<file path="src/rtl/div_unit_pkg.sv">
// Shared definitions for the multi-cycle DIV/DIVU unit: FSM state codes,
// handshake level constants and the decoder opcodes that select a divide.
package div_unit_pkg;

  typedef enum logic [1:0] {
    DIV_IDLE   = 2'd0,
    DIV_BYZERO = 2'd1,
    DIV_ON     = 2'd2,
    DIV_END    = 2'd3
  } div_state_e;

  localparam logic DIV_START            = 1'b1;
  localparam logic DIV_STOP             = 1'b0;
  localparam logic DIV_RESULT_READY     = 1'b1;
  localparam logic DIV_RESULT_NOT_READY = 1'b0;

  // Execute-stage ALU opcodes the decoder maps onto start / signed_div.
  localparam logic [7:0] EXE_DIV_OP  = 8'b0001_1010;
  localparam logic [7:0] EXE_DIVU_OP = 8'b0001_1011;

endpackage

</file>
<file path="src/rtl/div_unit_if.sv">
// Request/response bundle between the execute-stage control (master)
// and the divider (slave).
interface div_unit_if #(
  parameter int WIDTH = 32
);
  logic                 start;
  logic                 signed_div;
  logic [WIDTH-1:0]     opa;
  logic [WIDTH-1:0]     opb;
  logic                 annul;
  logic                 busy;
  logic                 ready;
  logic [2*WIDTH-1:0]   result;

  modport master (
    output start, signed_div, opa, opb, annul,
    input  busy, ready, result
  );

  modport slave (
    input  start, signed_div, opa, opb, annul,
    output busy, ready, result
  );
endinterface

</file>
<file path="src/rtl/div_unit_sub_step.sv">
// One restoring-division iteration: shift the working register left and
// keep the trial subtraction of the divisor from its upper half if it fits.
module div_sub_step #(
  parameter int WIDTH = 32
) (
  input  logic [2*WIDTH:0]  work_i,
  input  logic [WIDTH-1:0]  divisor_i,
  output logic [2*WIDTH:0]  work_o
);

  logic [2*WIDTH:0] shifted_s;
  logic [WIDTH+1:0] diff_s;

  // Extra top bit on the difference acts as the borrow / sign flag.
  always_comb begin
    shifted_s = work_i << 1;
    diff_s    = {1'b0, shifted_s[2*WIDTH:WIDTH]} - {2'b00, divisor_i};
    work_o    = shifted_s;
    if (diff_s[WIDTH+1] == 1'b0) begin
      work_o = {diff_s[WIDTH:0], shifted_s[WIDTH-1:1], 1'b1};
    end else begin
      work_o = shifted_s;
    end
  end

endmodule

</file>
<file path="src/rtl/div_unit.sv">
// Multi-cycle DIV/DIVU: magnitude restoring division over WIDTH iterations
// with sign fixup; result packs {remainder, quotient} like the ALU HILO.
module div_unit
  import div_unit_pkg::*;
#(
  parameter int WIDTH = 32
) (
  input  logic       clk,
  input  logic       rst,
  div_unit_if.slave  bus
);

  localparam int CW = $clog2(WIDTH + 1);

  div_state_e           state_q;
  logic [CW-1:0]        cnt_q;
  logic [2*WIDTH:0]     work_q;
  logic [2*WIDTH:0]     work_step_s;
  logic [WIDTH-1:0]     divisor_q;
  logic                 signed_q;
  logic                 sign_a_q;
  logic                 sign_b_q;
  logic [2*WIDTH-1:0]   result_q;
  logic                 busy_q;
  logic                 ready_q;
  logic [WIDTH-1:0]     abs_a_s;
  logic [WIDTH-1:0]     abs_b_s;
  logic [WIDTH-1:0]     quot_s;
  logic [WIDTH-1:0]     rem_s;

  function automatic logic [WIDTH-1:0] negate_if(input logic [WIDTH-1:0] x, input logic neg);
    return neg ? -x : x;
  endfunction

  div_sub_step #(.WIDTH(WIDTH)) u_step (
    .work_i    (work_q),
    .divisor_i (divisor_q),
    .work_o    (work_step_s)
  );

  // Operand magnitudes at acceptance and signed result at completion.
  always_comb begin
    abs_a_s = negate_if(bus.opa, bus.signed_div & bus.opa[WIDTH-1]);
    abs_b_s = negate_if(bus.opb, bus.signed_div & bus.opb[WIDTH-1]);
    quot_s  = negate_if(work_q[WIDTH-1:0], signed_q & (sign_a_q ^ sign_b_q));
    rem_s   = negate_if(work_q[2*WIDTH-1:WIDTH], signed_q & sign_a_q);
  end

  // Control FSM with registered handshake and result outputs.
  always_ff @(posedge clk) begin
    if (rst) begin
      state_q   <= DIV_IDLE;
      cnt_q     <= '0;
      work_q    <= '0;
      divisor_q <= '0;
      signed_q  <= 1'b0;
      sign_a_q  <= 1'b0;
      sign_b_q  <= 1'b0;
      result_q  <= '0;
      busy_q    <= 1'b0;
      ready_q   <= DIV_RESULT_NOT_READY;
    end else begin
      case (state_q)
        DIV_IDLE: begin
          if (bus.start == DIV_START && !bus.annul) begin
            busy_q <= 1'b1;
            if (bus.opb == '0) begin
              state_q <= DIV_BYZERO;
            end else begin
              state_q   <= DIV_ON;
              signed_q  <= bus.signed_div;
              sign_a_q  <= bus.opa[WIDTH-1];
              sign_b_q  <= bus.opb[WIDTH-1];
              work_q    <= {{(WIDTH+1){1'b0}}, abs_a_s};
              divisor_q <= abs_b_s;
              cnt_q     <= '0;
            end
          end else begin
            state_q <= DIV_IDLE;
          end
        end
        DIV_BYZERO: begin
          busy_q <= 1'b0;
          if (bus.annul) begin
            state_q <= DIV_IDLE;
            cnt_q   <= '0;
          end else begin
            state_q  <= DIV_END;
            result_q <= '0;
            ready_q  <= DIV_RESULT_READY;
          end
        end
        DIV_ON: begin
          if (bus.annul) begin
            state_q <= DIV_IDLE;
            busy_q  <= 1'b0;
            cnt_q   <= '0;
          end else if (cnt_q == CW'(WIDTH)) begin
            state_q  <= DIV_END;
            result_q <= {rem_s, quot_s};
            busy_q   <= 1'b0;
            ready_q  <= DIV_RESULT_READY;
          end else begin
            work_q <= work_step_s;
            cnt_q  <= cnt_q + CW'(1);
          end
        end
        DIV_END: begin
          // A back-to-back request must first drop start for a cycle.
          if (bus.annul || bus.start == DIV_STOP) begin
            state_q <= DIV_IDLE;
            ready_q <= DIV_RESULT_NOT_READY;
          end else begin
            state_q <= DIV_END;
          end
        end
        default: begin
          state_q <= DIV_IDLE;
          busy_q  <= 1'b0;
          ready_q <= DIV_RESULT_NOT_READY;
        end
      endcase
    end
  end

  assign bus.busy   = busy_q;
  assign bus.ready  = ready_q;
  assign bus.result = result_q;

endmodule

</file>
<file path="src/flat_wrapper.sv">
// flat-port wrapper written by rule: the top's interface ports become plain ports
module div_unit_flat import div_unit_pkg::*;
#(
  parameter int WIDTH = 32
)
  (clk, rst, bus_start, bus_signed_div, bus_opa, bus_opb, bus_annul, bus_busy, bus_ready, bus_result);
  div_unit_if #(.WIDTH(WIDTH)) bus_i ();
  input  logic clk;
  input  logic rst;
  input wire logic [$bits(bus_i.start)-1:0] bus_start;
  input wire logic [$bits(bus_i.signed_div)-1:0] bus_signed_div;
  input wire logic [$bits(bus_i.opa)-1:0] bus_opa;
  input wire logic [$bits(bus_i.opb)-1:0] bus_opb;
  input wire logic [$bits(bus_i.annul)-1:0] bus_annul;
  output wire logic [$bits(bus_i.busy)-1:0] bus_busy;
  output wire logic [$bits(bus_i.ready)-1:0] bus_ready;
  output wire logic [$bits(bus_i.result)-1:0] bus_result;
  assign bus_i.start = bus_start;
  assign bus_i.signed_div = bus_signed_div;
  assign bus_i.opa = bus_opa;
  assign bus_i.opb = bus_opb;
  assign bus_i.annul = bus_annul;
  assign bus_busy = bus_i.busy;
  assign bus_ready = bus_i.ready;
  assign bus_result = bus_i.result;
  div_unit #(.WIDTH(WIDTH)) u_core (.clk(clk), .rst(rst), .bus(bus_i));
endmodule
</file>
<file path="config.mk">
export PLATFORM = sky130hd
export DESIGN_NAME = div_unit_flat
export DESIGN_NICKNAME = d
export VERILOG_FILES = /design/src/rtl/div_unit_pkg.sv /design/src/rtl/div_unit_if.sv /design/src/rtl/div_unit_sub_step.sv /design/src/rtl/div_unit.sv /design/src/flat_wrapper.sv
export SDC_FILE = /design/constraint.sdc
export NUM_CORES = 1
export LEC_CHECK = 0
export ABC_AREA = 1
export BUFFER_PORTS_ARGS = -buffer_cell sky130_fd_sc_hd__buf_2
export CORE_ASPECT_RATIO = 1.1
export CORE_MARGIN = 5
export CORE_UTILIZATION = 30
export DETAILED_ROUTE_END_ITERATION = 6
export HOLD_SLACK_MARGIN = 0.02
export PLACE_DENSITY_LB_ADDON = 0.15
export SYNTH_ARGS = -nofsm -noshare
export SYNTH_HDL_FRONTEND = slang
export SYNTH_SLANG_ARGS = --single-unit
</file>
<file path="constraint.sdc">
create_clock -name clk -period 2.7 [get_ports clk]
set_input_delay 0.675 -clock clk [delete_from_list [all_inputs] [get_ports clk]]
set_output_delay 0.675 -clock clk [all_outputs]
set_load 0.02 [all_outputs]
</file>
=== Yosys cells after proc, flatten, opt, wreduce, memory -nomap -nowiden ===
Cells that the tools add are included.

* Logic and storage cells: 88
* Output and inout port bits: 66
* Input port bits: 69
* Flip-flop bits (word level): 173

* Bitwise logic cells: 7
* Multiplexer cells: 36
* Eq/ne operators: 14
* $add $sub $neg: 6
* Reductions and logical operators: 15

{| class="wikitable"
|+ Operators by type and width
! cell !! count
|-
| 64-bit two-way mux || 8
|-
| 64-bit one-hot mux with 2 select lines || 2
|-
| 32-bit two-way mux || 4
|-
| 32-bit negator || 4
|-
| 33-bit by 32-bit subtractor with 34-bit output || 1
|-
| 32-bit logical NOT || 1
|-
| 6-bit two-way mux || 5
|-
| 6-bit one-hot mux with 3 select lines || 1
|-
| 5-bit AND reduction || 3
|-
| 2-bit two-way mux || 6
|-
| 2-bit != test, second input constant || 5
|-
| 2-bit one-hot mux with 4 select lines || 1
|-
| 1-bit two-way mux || 7
|-
| 6-bit by 1-bit adder with 6-bit output, second input constant || 1
|-
| 6-bit equality test, second input constant || 1
|-
| 2-bit by 1-bit != test with 1-bit output, second input constant || 3
|-
| 1-bit one-hot mux with 3 select lines || 2
|-
| 3-bit AND reduction || 2
|-
| 3-bit nonzero test || 2
|-
| 1-bit bitwise AND || 4
|-
| 2-bit equality test, second input constant || 2
|-
| 4-bit AND reduction || 1
|-
| 2-bit nonzero test || 2
|-
| 3-bit by 2-bit != test with 1-bit output, second input constant || 1
|-
| 8 further kinds || 9
|}

=== Longest topological paths before layout ===
Gate-level depths: netlist (run 1).

* Depth in word-level cells: 6
* Depth in mapped cells: 17
* Mapped depth without buffers: 16

=== Modules after synthesis ===
From an unflattened synthesis (run 1), not the netlist that was laid out.

* Cell total of the unflattened synthesis: 2399
* Area total of the unflattened synthesis: 14116.0 µm²

{| class="wikitable"
|+ By module, submodules not included
! module !! cells each !! seq. area each (µm²) !! area an instance (µm²) !! instances
|-
| div_unit || 1702 || 3483.3 || 10642.7 || 1
|-
| div_sub_step || 697 || 0.0 || 3473.3 || 1
|}

=== Worst setup path before layout (run 1) ===
No wires, ideal clock.

* Path kind: in2reg
* Start: input port bus_opb[0]
* End: register u_core.work_q[3]
* Path buffers: 2
* Required time: 2.568 ns
* Stages on the path: 13
* Data arrival time: 1.866 ns
* Library setup time: 0.132 ns
* Path slack: 0.702 ns
* Path through: inv_1 -> ha_1 -> nand2_1 -> nor2_1 -> nand2_1 -> nor2_2 -> nand2_1 -> nand4_4 -> inv_2 -> buf_6 -> buf_6 -> o211ai_1 -> a21oi_1

* Word-level cells in the longest chain between the ends: 3

{| class="wikitable"
|+ RTL lines
! what !! RTL line !! text
|-
| start, declared || flat_wrapper.sv:13 || <nowiki>input wire logic [$bits(bus_i.opb)-1:0] bus_opb;</nowiki>
|-
| 32-bit logical NOT || div_unit.sv:67 || <nowiki>if (bus.opb == '0) begin</nowiki>
|-
| 2-bit != test (no source line) || n/a ||
|-
| 5-bit AND reduction (no source line) || n/a ||
|-
| end signal, assigned || div_unit.sv:74 || <nowiki>work_q <= {{(WIDTH+1){1'b0}}, abs_a_s};</nowiki>
|-
| end signal, assigned || div_unit.sv:104 || <nowiki>work_q <= work_step_s;</nowiki>
|-
| end, declared || div_unit.sv:17 || <nowiki>logic [2*WIDTH:0] work_q;</nowiki>
|}

No other way between the ends.
A chain may end at the register's enable or synchronous reset.

=== Final worst setup path (run 1) ===
* Start: register u_core.work_q[38]
* End: register u_core.work_q[34]

* Word-level cells in the longest chain between the ends: 5

{| class="wikitable"
|+ RTL lines
! what !! RTL line !! text
|-
| 33-bit by 32-bit subtractor with 34-bit output || div_unit_sub_step.sv:17 || <nowiki>diff_s = {1'b0, shifted_s[2*WIDTH:WIDTH]} - {2'b00, divisor_i};</nowiki>
|-
| 64-bit two-way mux || div_unit_sub_step.sv:19 || <nowiki>if (diff_s[WIDTH+1] == 1'b0) begin</nowiki>
|-
| 64-bit two-way mux || div_unit.sv:98 || <nowiki>end else if (cnt_q == CW'(WIDTH)) begin</nowiki>
|-
| 64-bit two-way mux || div_unit.sv:94 || <nowiki>if (bus.annul) begin</nowiki>
|-
| 64-bit one-hot mux with 2 select lines || div_unit.sv:63 || <nowiki>case (state_q)</nowiki>
|}

No other way between the ends. The select of a mux whose other input is x is not followed.

==> results of run 1 <==
==> report_power, final <==
| group | internal (uW) | total, uW | switching [uW] |
|---|---|---|---|
| logic | 553 | 1740 | 1190 |
| registers | 2660 | 2770 | 116 |
| clock network | 1340 | 2550 | 1210 |
| total | 4550 | 7060 | 2520 |
==> through the flow <==
stage | utilization (%) | cell area, um2 | std cells
finish | 34.8 | 15000 | 2915
global route | 34.8 | 15000 | 2914
CTS | 34.8 | 15000 | 2914
detailed placement | 33.4 | 14500 | 2882
global placement | 33.4 | 14500 | 2882
floorplan | - | 13100 | 2218
==> placed cells by master, fill, tap and decap left out, types with 11 or more instances in the layout <==
master,instances
nand2_1,655
inv_1,283
a21oi_1,228
nand3_1,204
nor2_1,185
dfxtp_1,173
o21ai_0,140
buf_2,133
ha_1,43
nor3_1,34
buf_4,33
xor2_1,29
nand4_1,25
xnor2_1,22
clkbuf_16,17
nor2_2,16
o211ai_1,11
==> worst max-delay path by stage <==
stage,start,end,slack (ps)
floorplan,bus_opb[0],u_core.work_q[3],700
global placement,bus_opb[0],u_core.divisor_q[0],-20
detailed placement,bus_opb[0],u_core.divisor_q[0],100
CTS,u_core.work_q[38],u_core.work_q[34],240
global route,u_core.work_q[38],u_core.work_q[34],40
finish,u_core.work_q[38],u_core.work_q[34],250
==> tightest hold or removal path, stage by stage, from the launching register on <==
cell and delay [ps]:
dfxtp_1 310, nand2_1 60, a21oi_1 50
==> cells by family after synthesis <==
group,count (synthesis),synth area share (%)
and+or+nand+nor,1166,38.0
buffers and inverters,377,11.6
adders and majority gates,44,4.26
DFF,173,26.5
AOI/OAI and AO/OA,407,16.2
xor gates and xnor gates,51,3.41
==> cell type report <==
cell class | count | share of cell area (%)
multi-input combinational | 1668 | 53.9
sequential | 173 | 23.0
inverter | 294 | 7.34
timing repair buffer | 173 | 7.00
tap | 574 | 4.77
clock buffer | 19 | 2.94
clock inverter | 13 | 0.957
antenna | 1 | 0.0166
==> metal layers <==
metal,vias up,GRT usage [%],part of all wire (%)
met5,-,0,0.028
met4,2,4.47,1.6
met3,36,3.08,5.0
met2,337,27.2,41
met1,6333,29.4,52
li1,7383,-,-
==> flip-flops by register name, summed over array words and instances (netlist names) <==
register,count
u_core.cnt_q,6
u_core.work_q,64
u_core.sign_b_q,1
u_core.bus.ready,1
u_core.divisor_q,32
u_core.sign_a_q,1
u_core.bus.result,64
u_core.bus.busy,1
u_core.state_q,2
u_core.signed_q,1
==> results.cfg, run 1 <==
[place]
io_buffers = 134
routabilityCongestion = 0.926
hpwl_um = 37000
pre_cts_slack_ps = 104

[run_status]
status = complete, no violations

[hold_path]
hp-class = reg -> reg
min_path_cells = 2
worstHoldStart = u_core.bus.result[2]
min_to = u_core.bus.result[2]

[finish]
seqCellArea_um2 = 3460
fillers = 4885
nNetsFinal = 2440
area_growth_pct = 14.9
multi_input_area_um2 = 8110
drive_gt1_share_pct = 11.2

[logic_synthesis]
synthTopCellsByCount = 655 x nand2_1, 283 x inv_1, 228 x a21oi_1, 204 x nand3_1, 185 x nor2_1
synth_nets = 2331
syn_avg_cell_area_um2 = 5.90
synth_area_um2 = 13100
yosysSeqAreaShare_pct = 26.5
synth.most_common_cell = nand2_1
synth_top_cell_area_share_pct = 26.5
synth_cells = 2218
synth_ff_type = dfxtp_1
synthArstFlopShare_pct = 0
ys_ff_latch = 173
synthDistinctLibCells = 47
yosysTopAreaCell = dfxtp_1
synth_edf_count = 0
ys_warn_count = 0
ys_top_cells_by_area = dfxtp_1 26%, nand2_1 19%, a21oi_1 8.7%, inv_1 8.1%, nand3_1 7.8%

[drt]
drt_iter0_drc = 1004
antenna_left = 0
wl_um = 46600
drc = 0
drtPass1Iterations = 5
vias_per_cell = 4.83
vias = 14091
wl_per_cell_um = 16.0

[timing]
hold_violations = 0
clock_skew_ps = 15.0
timing.hold.ws_ps = 458
fin_ws_ps = 247
final_max_slew_viol_count = 0
rsz0062_at_grt = false
setup_viol = 0
fmax_mhz = 408
max-slew-margin-rel_pct = 58.7
finalCritPeriodShare_pct = 90.9
min_period_ps = 2450
finalSetupTns_ps = 0
tightest_slew_ps = 619

[setup_path]
cp-end-kind = flip-flop
critical_path_class = reg -> reg
r2r_slack_ps = 250
cp.buffers_inverters = 1
path_cells = ha_1 > nand2_1 > nor2_2 > nand3_1 > nand3_2 > nand2_2 > nand2_2 > nand2_2 > nand2_2 > buf_4 > o21ai_0 > nand3_1 > a21oi_1
worstPathArrival_ps = 2780
reg2reg_depth = 13
worst-endpoint-required_ps = 3030
r2r-start = u_core.work_q[38]
critPathMaxStageDelay_ps = 420
cp.depth = 13
crit_fanout = 24
timing.rr.end = u_core.work_q[34]
crit_slowest_cell = ha_1
start_kind = flip-flop
crit_family = simple AND/OR/NAND/NOR gates
cpMostUsedCell = nand2_2

[clock_tree]
cts-root-buf = clkbuf_16
path_clk_slew_ps = 70
cts_resized = 0
cts_inserted_buffers = 17
htreeDepth = 4
clock_latency_ps = 460
post_cts_buffers = 0
cts_sinks = 173
hold_buffers = 0
clock_path_buffers = 2
cts_tree = done

[grt]
grt_usage_pct = 18.9
antenna_found_initial = 2
grt_max_degree = 118
grt_pass1_wl_um = 73300
grt.overflow.total = 0
grt_pass1_vias = 12989

[power]
leakage_uw = 0.00724
ir_drop_v = 0.000323
power.density_nw_per_um2 = 470
power.total_uw = 7060

[die]
start_util_pct = 30.3
num_io_pins = 135
dieArea_um2 = 47900
die_h_um = 229
rows = 80
die_w_um = 209
core_area_um2 = 43200

[job]
cap_viol_max_count = 0
(Power assumes the default switching activity.)
==> run 2: changes to the inputs <==
--- a/config.mk
+++ b/config.mk
@@ -7,7 +7,6 @@
 export LEC_CHECK = 0
 export ABC_AREA = 1
 export BUFFER_PORTS_ARGS = -buffer_cell sky130_fd_sc_hd__buf_2
-export CORE_ASPECT_RATIO = 1.1
 export CORE_MARGIN = 5
 export CORE_UTILIZATION = 30
 export DETAILED_ROUTE_END_ITERATION = 6
==> constraint.sdc (replaced) <==
create_clock -name clk -period 2.27 [get_ports clk]
set_input_delay 0.5675 -clock clk [delete_from_list [all_inputs] [get_ports clk]]
set_output_delay 0.5675 -clock clk [all_outputs]
set_load 0.02 [all_outputs]
==> run 2 against run 1 <==
  * Highest routed layer is now met4
  * Worst setup slack worse by 130 ps
  * Clock power up 18%
  * Hold slack worse by 50 ps
  * Clock skew up 4.5 ps
  * Routed wire length up 3.1%
  * Final cell count up 4.9%
  * Via count up 3.1%
  * Core utilization up 3.2 points
  * Combinational power up 40%
  * Non-clock buffer count up 133
  * Sequential cell count unchanged
  * First-iteration DRC count up 14%
==> results.cfg, run 2 (synthesis results as in run 1) <==
[die]
dieArea_um2 = 47900
rows = 76
core_area_um2 = 43100
num_io_pins = 135
start_util_pct = 30.4
die_w_um = 219
die_h_um = 219

[timing]
finalCritPeriodShare_pct = 94.9
max-slew-margin-rel_pct = 60.9
rsz0062_at_grt = true
hold_violations = 0
final_max_slew_viol_count = 0
tightest_slew_ps = 586
setup_viol = 0
clock_skew_ps = 19.5
fmax_mhz = 464
min_period_ps = 2150

[power]
leakage_uw = 0.00795
ir_drop_v = 0.000385
power.total_uw = 8740
power.density_nw_per_um2 = 534

[setup_path]
critical_path_class = reg -> reg
worst-endpoint-required_ps = 2600
cpMostUsedCell = nand2_1
r2r_slack_ps = 120
timing.rr.end = u_core.work_q[60]
worstPathArrival_ps = 2480
reg2reg_depth = 12
critPathMaxStageDelay_ps = 390
start_kind = flip-flop
crit_fanout = 31
r2r-start = u_core.work_q[57]
crit_slowest_cell = ha_1
path_cells = ha_1 > a21oi_2 > nor2_1 > o21ai_0 > nand2_1 > nor2_4 > buf_12 > nand3_1 > nand2_1 > inv_1 > nand2_1 > a21oi_1
cp-end-kind = flip-flop

[grt]
grt_max_degree = 118
grt-busiest-layer = met1
grt.overflow.total = 0
grt_pass1_wl_um = 75200
gr-usage-met2_pct = 28.5
grt_use_met1_pct = 31.2
grt.met3_usage_pct = 2.59
grt_pass1_vias = 13487
antenna_found_initial = 0
grt_usage_pct = 19.7

[finish]
layout_common_cells = 642 x nand2_1, 281 x inv_1, 226 x a21oi_1, 202 x nand3_1, 180 x nor2_1
area_growth_pct = 25.1
nNetsFinal = 2574
seqCellArea_um2 = 3480
multi_input_area_um2 = 8320
fillers = 4779
antenna_cells = 0
drive_gt1_share_pct = 18.2
post-route-util_pct = 38.0
final_common_cell = nand2_1

[drt]
wl_per_cell_um = 15.7
vias = 14523
drtPass1Iterations = 5
wl_um = 48000
antenna_left = 0
drt_iter0_drc = 1147
vias_per_cell = 4.75
drc = 0

[clock_tree]
hold_buffers = 0
cts_tree = done
path_clk_slew_ps = 80
cts_sinks = 173
cts_inserted_buffers = 17
cts-root-buf = clkbuf_16
clock_latency_ps = 470
clock_path_buffers = 2
htreeDepth = 4

[run_status]
status = complete, no violations

[hold_path]
worstHoldStart = bus_opa[31]
min_to = u_core.sign_a_q
hp-class = in -> reg
min_path_cells = 3

[place]
hpwl_um = 38200
routabilityCongestion = 0.895
io_buffers = 134

[job]
cap_viol_max_count = 0
-- run 2: changes by cell type in the layout (fill, tap and decap cells not counted), moves of 8 or more --
cell	before	now
buf_4	33	159
nand2_1	655	642
ha_4	0	8
ha_1	43	31
dfxtp_1	173	160
dfxtp_2	0	13
nand2_2	7	19
-- run 2: how the worst max path moves through the flow --
stage	startpoint	endpoint	slack [ps]	cells after the start
floorplan	u_core.work_q[31]	u_core.work_q[48]	310	13
global placement	bus_opb[0]	u_core.work_q[59]	-290	14
detailed placement	bus_opb[0]	u_core.work_q[60]	-370	14
CTS	u_core.state_q[0]	u_core.work_q[20]	5	11
global route	u_core.state_q[0]	u_core.work_q[17]	-40	11
finish	u_core.work_q[57]	u_core.work_q[60]	120	12
-- run 2: metrics by stage --
step                instances  setup TNS, ps  setup WS [ps]  hold slack, ps  instance area [um2]
floorplan                2218              0            310             430                13100
global placement         3020         -11430           -289             449                15500
detailed placement       3020         -16370           -368             450                15500
CTS                      3053              0           5.19             392                16100
global route             3059          -80.3          -43.5             430                16400
finish                   3059              0            115             408                16400
-- run 2: where the power goes --
| part | switching, uW | internal (uW) | total (uW) |
|---|---|---|---|
| Clock | 1510 | 1490 | 3010 |
| Combinational | 1510 | 919 | 2430 |
| Sequential | 145 | 3160 | 3310 |
-- run 2: final cells by class --
cell class	count	share of cell area, %
Clock inverter	14	0.879
Clock buffer	18	2.68
Sequential cell	173	21.3
Multi-Input combinational cell	1669	50.8
Timing Repair Buffer	306	13.1
Tap cell	585	4.47
Inverter	294	6.76
-- run 2: metal layers --
layer | wire length (um) | part of all wire, %
met1 | 25800 | 54
met2 | 19600 | 41
met3 | 2170 | 4.5
met4 | 433 | 0.90
met5 | 0 | 0
-- run 2: critical path, delay by kind of cell (launching register included) --
family	cells	cell delay, ps
flip-flops	1	370
AO/OA/AOI/OAI	3	380
adder cells (fa/ha/maj)	1	390
buffers and inverters	2	250
AND/OR/NAND/NOR	6	620
-- run 2: repair_timing --
action,in CTS,in global routing
gates resized for setup,4,59
endpoints found under the setup margin,32,94
pin swaps,1,5
gates cloned,1,2
buffers inserted,0,4
==> run 3: changes to the inputs <==
--- a/config.mk
+++ b/config.mk
@@ -14,4 +14,5 @@
 export PLACE_DENSITY_LB_ADDON = 0.15
 export SYNTH_ARGS = -nofsm -noshare
 export SYNTH_HDL_FRONTEND = slang
+export SYNTH_HIERARCHICAL = 1
 export SYNTH_SLANG_ARGS = --single-unit
==> run 3 against run 2 <==
  * Clock-buffer cell count up 1
  * Non-clock buffer count is 10 lower
  * Sequential share of layout area down 1.1 points
  * Core utilization down 0.53 points
  * Critical path depth grew 5
  * Largest cell class unchanged
==> results.cfg, run 3 <==
[drt]
drc = 0
wl_um = 52000
vias_per_cell = 4.83
drtPass1Iterations = 6
wl_per_cell_um = 16.2
drt_iter0_drc = 1284
vias = 15472
antenna_left = 0

[setup_path]
worstPathArrival_ps = 2580
crit_path_start = u_core/divisor_q[10]
worst-endpoint-required_ps = 2680
timing.rr.end = u_core/work_q[50]
cp.buffers_inverters = 3
critPathMaxStageDelay_ps = 330
crit_family = simple AND/OR/NAND/NOR gates
cpMostUsedCell = nand2_1
start_kind = flip-flop
crit_slowest_cell = dfxtp_2
crit_fanout = 8
path_cells = inv_2 > ha_4 > nand2_1 > nand2_2 > nand2_1 > nand2_2 > nand2_1 > nand2_1 > inv_2 > nand2_2 > nand2_4 > nand2_8 > buf_12 > nand3_1 > nand2_1 > nand3_1 > a21oi_1
r2r-start = u_core/divisor_q[10]
cp-end-kind = flip-flop
r2r_slack_ps = 100
critical_path_class = reg -> reg
reg2reg_depth = 17

[timing]
max-slew-margin-rel_pct = 63.2
rsz0062_at_grt = true
final_max_slew_viol_count = 0
min_period_ps = 2170
finalCritPeriodShare_pct = 95.4
setup_viol = 0
tightest_slew_ps = 552
clock_skew_ps = 13.4
fmax_mhz = 462
timing.hold.ws_ps = 376
finalSetupTns_ps = 0
hold_violations = 0

[clock_tree]
path_clk_slew_ps = 80
htreeDepth = 4
cts-root-buf = clkbuf_16
clock_path_buffers = 2
cts_inserted_buffers = 17
clock_latency_ps = 480
cts_sinks = 173
cts_tree = done

[grt]
antenna_found_initial = 3
grt_pass1_wl_um = 78700
grt_usage_pct = 19.7
grt_pass1_vias = 13916
grt_max_degree = 108
grt.overflow.total = 0

[die]
start_util_pct = 30.2
num_io_pins = 135
rows = 79
core_area_um2 = 46400
die_h_um = 226
die_w_um = 226
dieArea_um2 = 51100

[power]
leakage_uw = 0.00826
ir_drop_v = 0.000425
power.density_nw_per_um2 = 500
power.total_uw = 8690

[hold_path]
min_path_cells = 3
worstHoldStart = bus_opb[1]
hp-class = in -> reg
min_to = u_core/divisor_q[1]

[finish]
layout_common_cells = 675 x nand2_1, 278 x inv_1, 268 x nand3_1, 242 x nor2_1, 173 x a21oi_1
area_growth_pct = 24.0
final_common_cell = nand2_1
post-route-util_pct = 37.5
nNetsFinal = 2690
drive_gt1_share_pct = 20.5

[run_status]
status = complete, no violations

[logic_synthesis]
synth_cells = 2379
synth_nets = 2492
syn_avg_cell_area_um2 = 5.89
ys_warn_count = 6
synth_area_um2 = 14000

[place]
io_buffers = 134
hpwl_um = 40500
routabilityCongestion = 0.939

[job]
cap_viol_max_count = 0
-- run 3: final cells by class --
cell class,instances,area (um2)
Sequential cell,173,3500
Multi-Input combinational cell,1786,9250
Inverter,303,1140
Fill cell,5110,29000
Clock inverter,13,179
Tap cell,607,759
Clock buffer,19,443
Antenna cell,4,10.0
Timing Repair Buffer,296,2090
-- run 3: worst reg2reg max path: stages, from the launching register on --
cell and delay [ps]:
dfxtp_2 330, inv_2 50, ha_4 270, nand2_1 70, nand2_2 90, nand2_1 80
nand2_2 110, nand2_1 60, nand2_1 90, inv_2 50, nand2_2 80, nand2_4 90
nand2_8 130, buf_12 150, nand3_1 160, nand2_1 100, nand3_1 70, a21oi_1 120
-- run 3: metal layers --
layer / GRT usage (%) / up-vias / share of wire [%]
li1: - / 7979 / -
met4: 4.62 / 2 / 1.4
met3: 3.81 / 44 / 6.6
met2: 27.9 / 437 / 41
met5: 0 / - / 0.025
met1: 30.5 / 7010 / 51
-- run 3: stage by stage --
step | setup slack (ps) | std cells | instance area [um2]
6_report | 104 | 3201 | 17400
5_1_grt | -44.2 | 3198 | 17400
2_1_floorplan | 251 | 2379 | 14000
3_5_place_dp | -244 | 3150 | 16000
4_1_cts | 0.842 | 3183 | 16700
3_3_place_gp | -211 | 3150 | 16000
-- run 3: where the power goes --
group	internal (uW)	total (uW)	switching (uW)
combinational	804	2180	1380
sequential	3150	3270	120
clock	1790	3230	1440
-- run 3: what timing repair did --
action / 4_1_cts / 5_1_grt
hold buffers: 0 / 0
gates resized for setup: 7 / 139
pin swaps: 3 / 36
setup buffers: 1 / 14
setup endpoints to repair: 30 / 34
-- run 3: worst max-delay path by stage --
stage                         to  cells past startpoint
6_report       u_core/work_q[50]                     17
5_1_grt        u_core/work_q[33]                     17
4_1_cts        u_core/work_q[52]                     12
3_5_place_dp     u_core/cnt_q[1]                     12
3_3_place_gp     u_core/cnt_q[1]                     12
2_1_floorplan  u_core/work_q[60]                     17
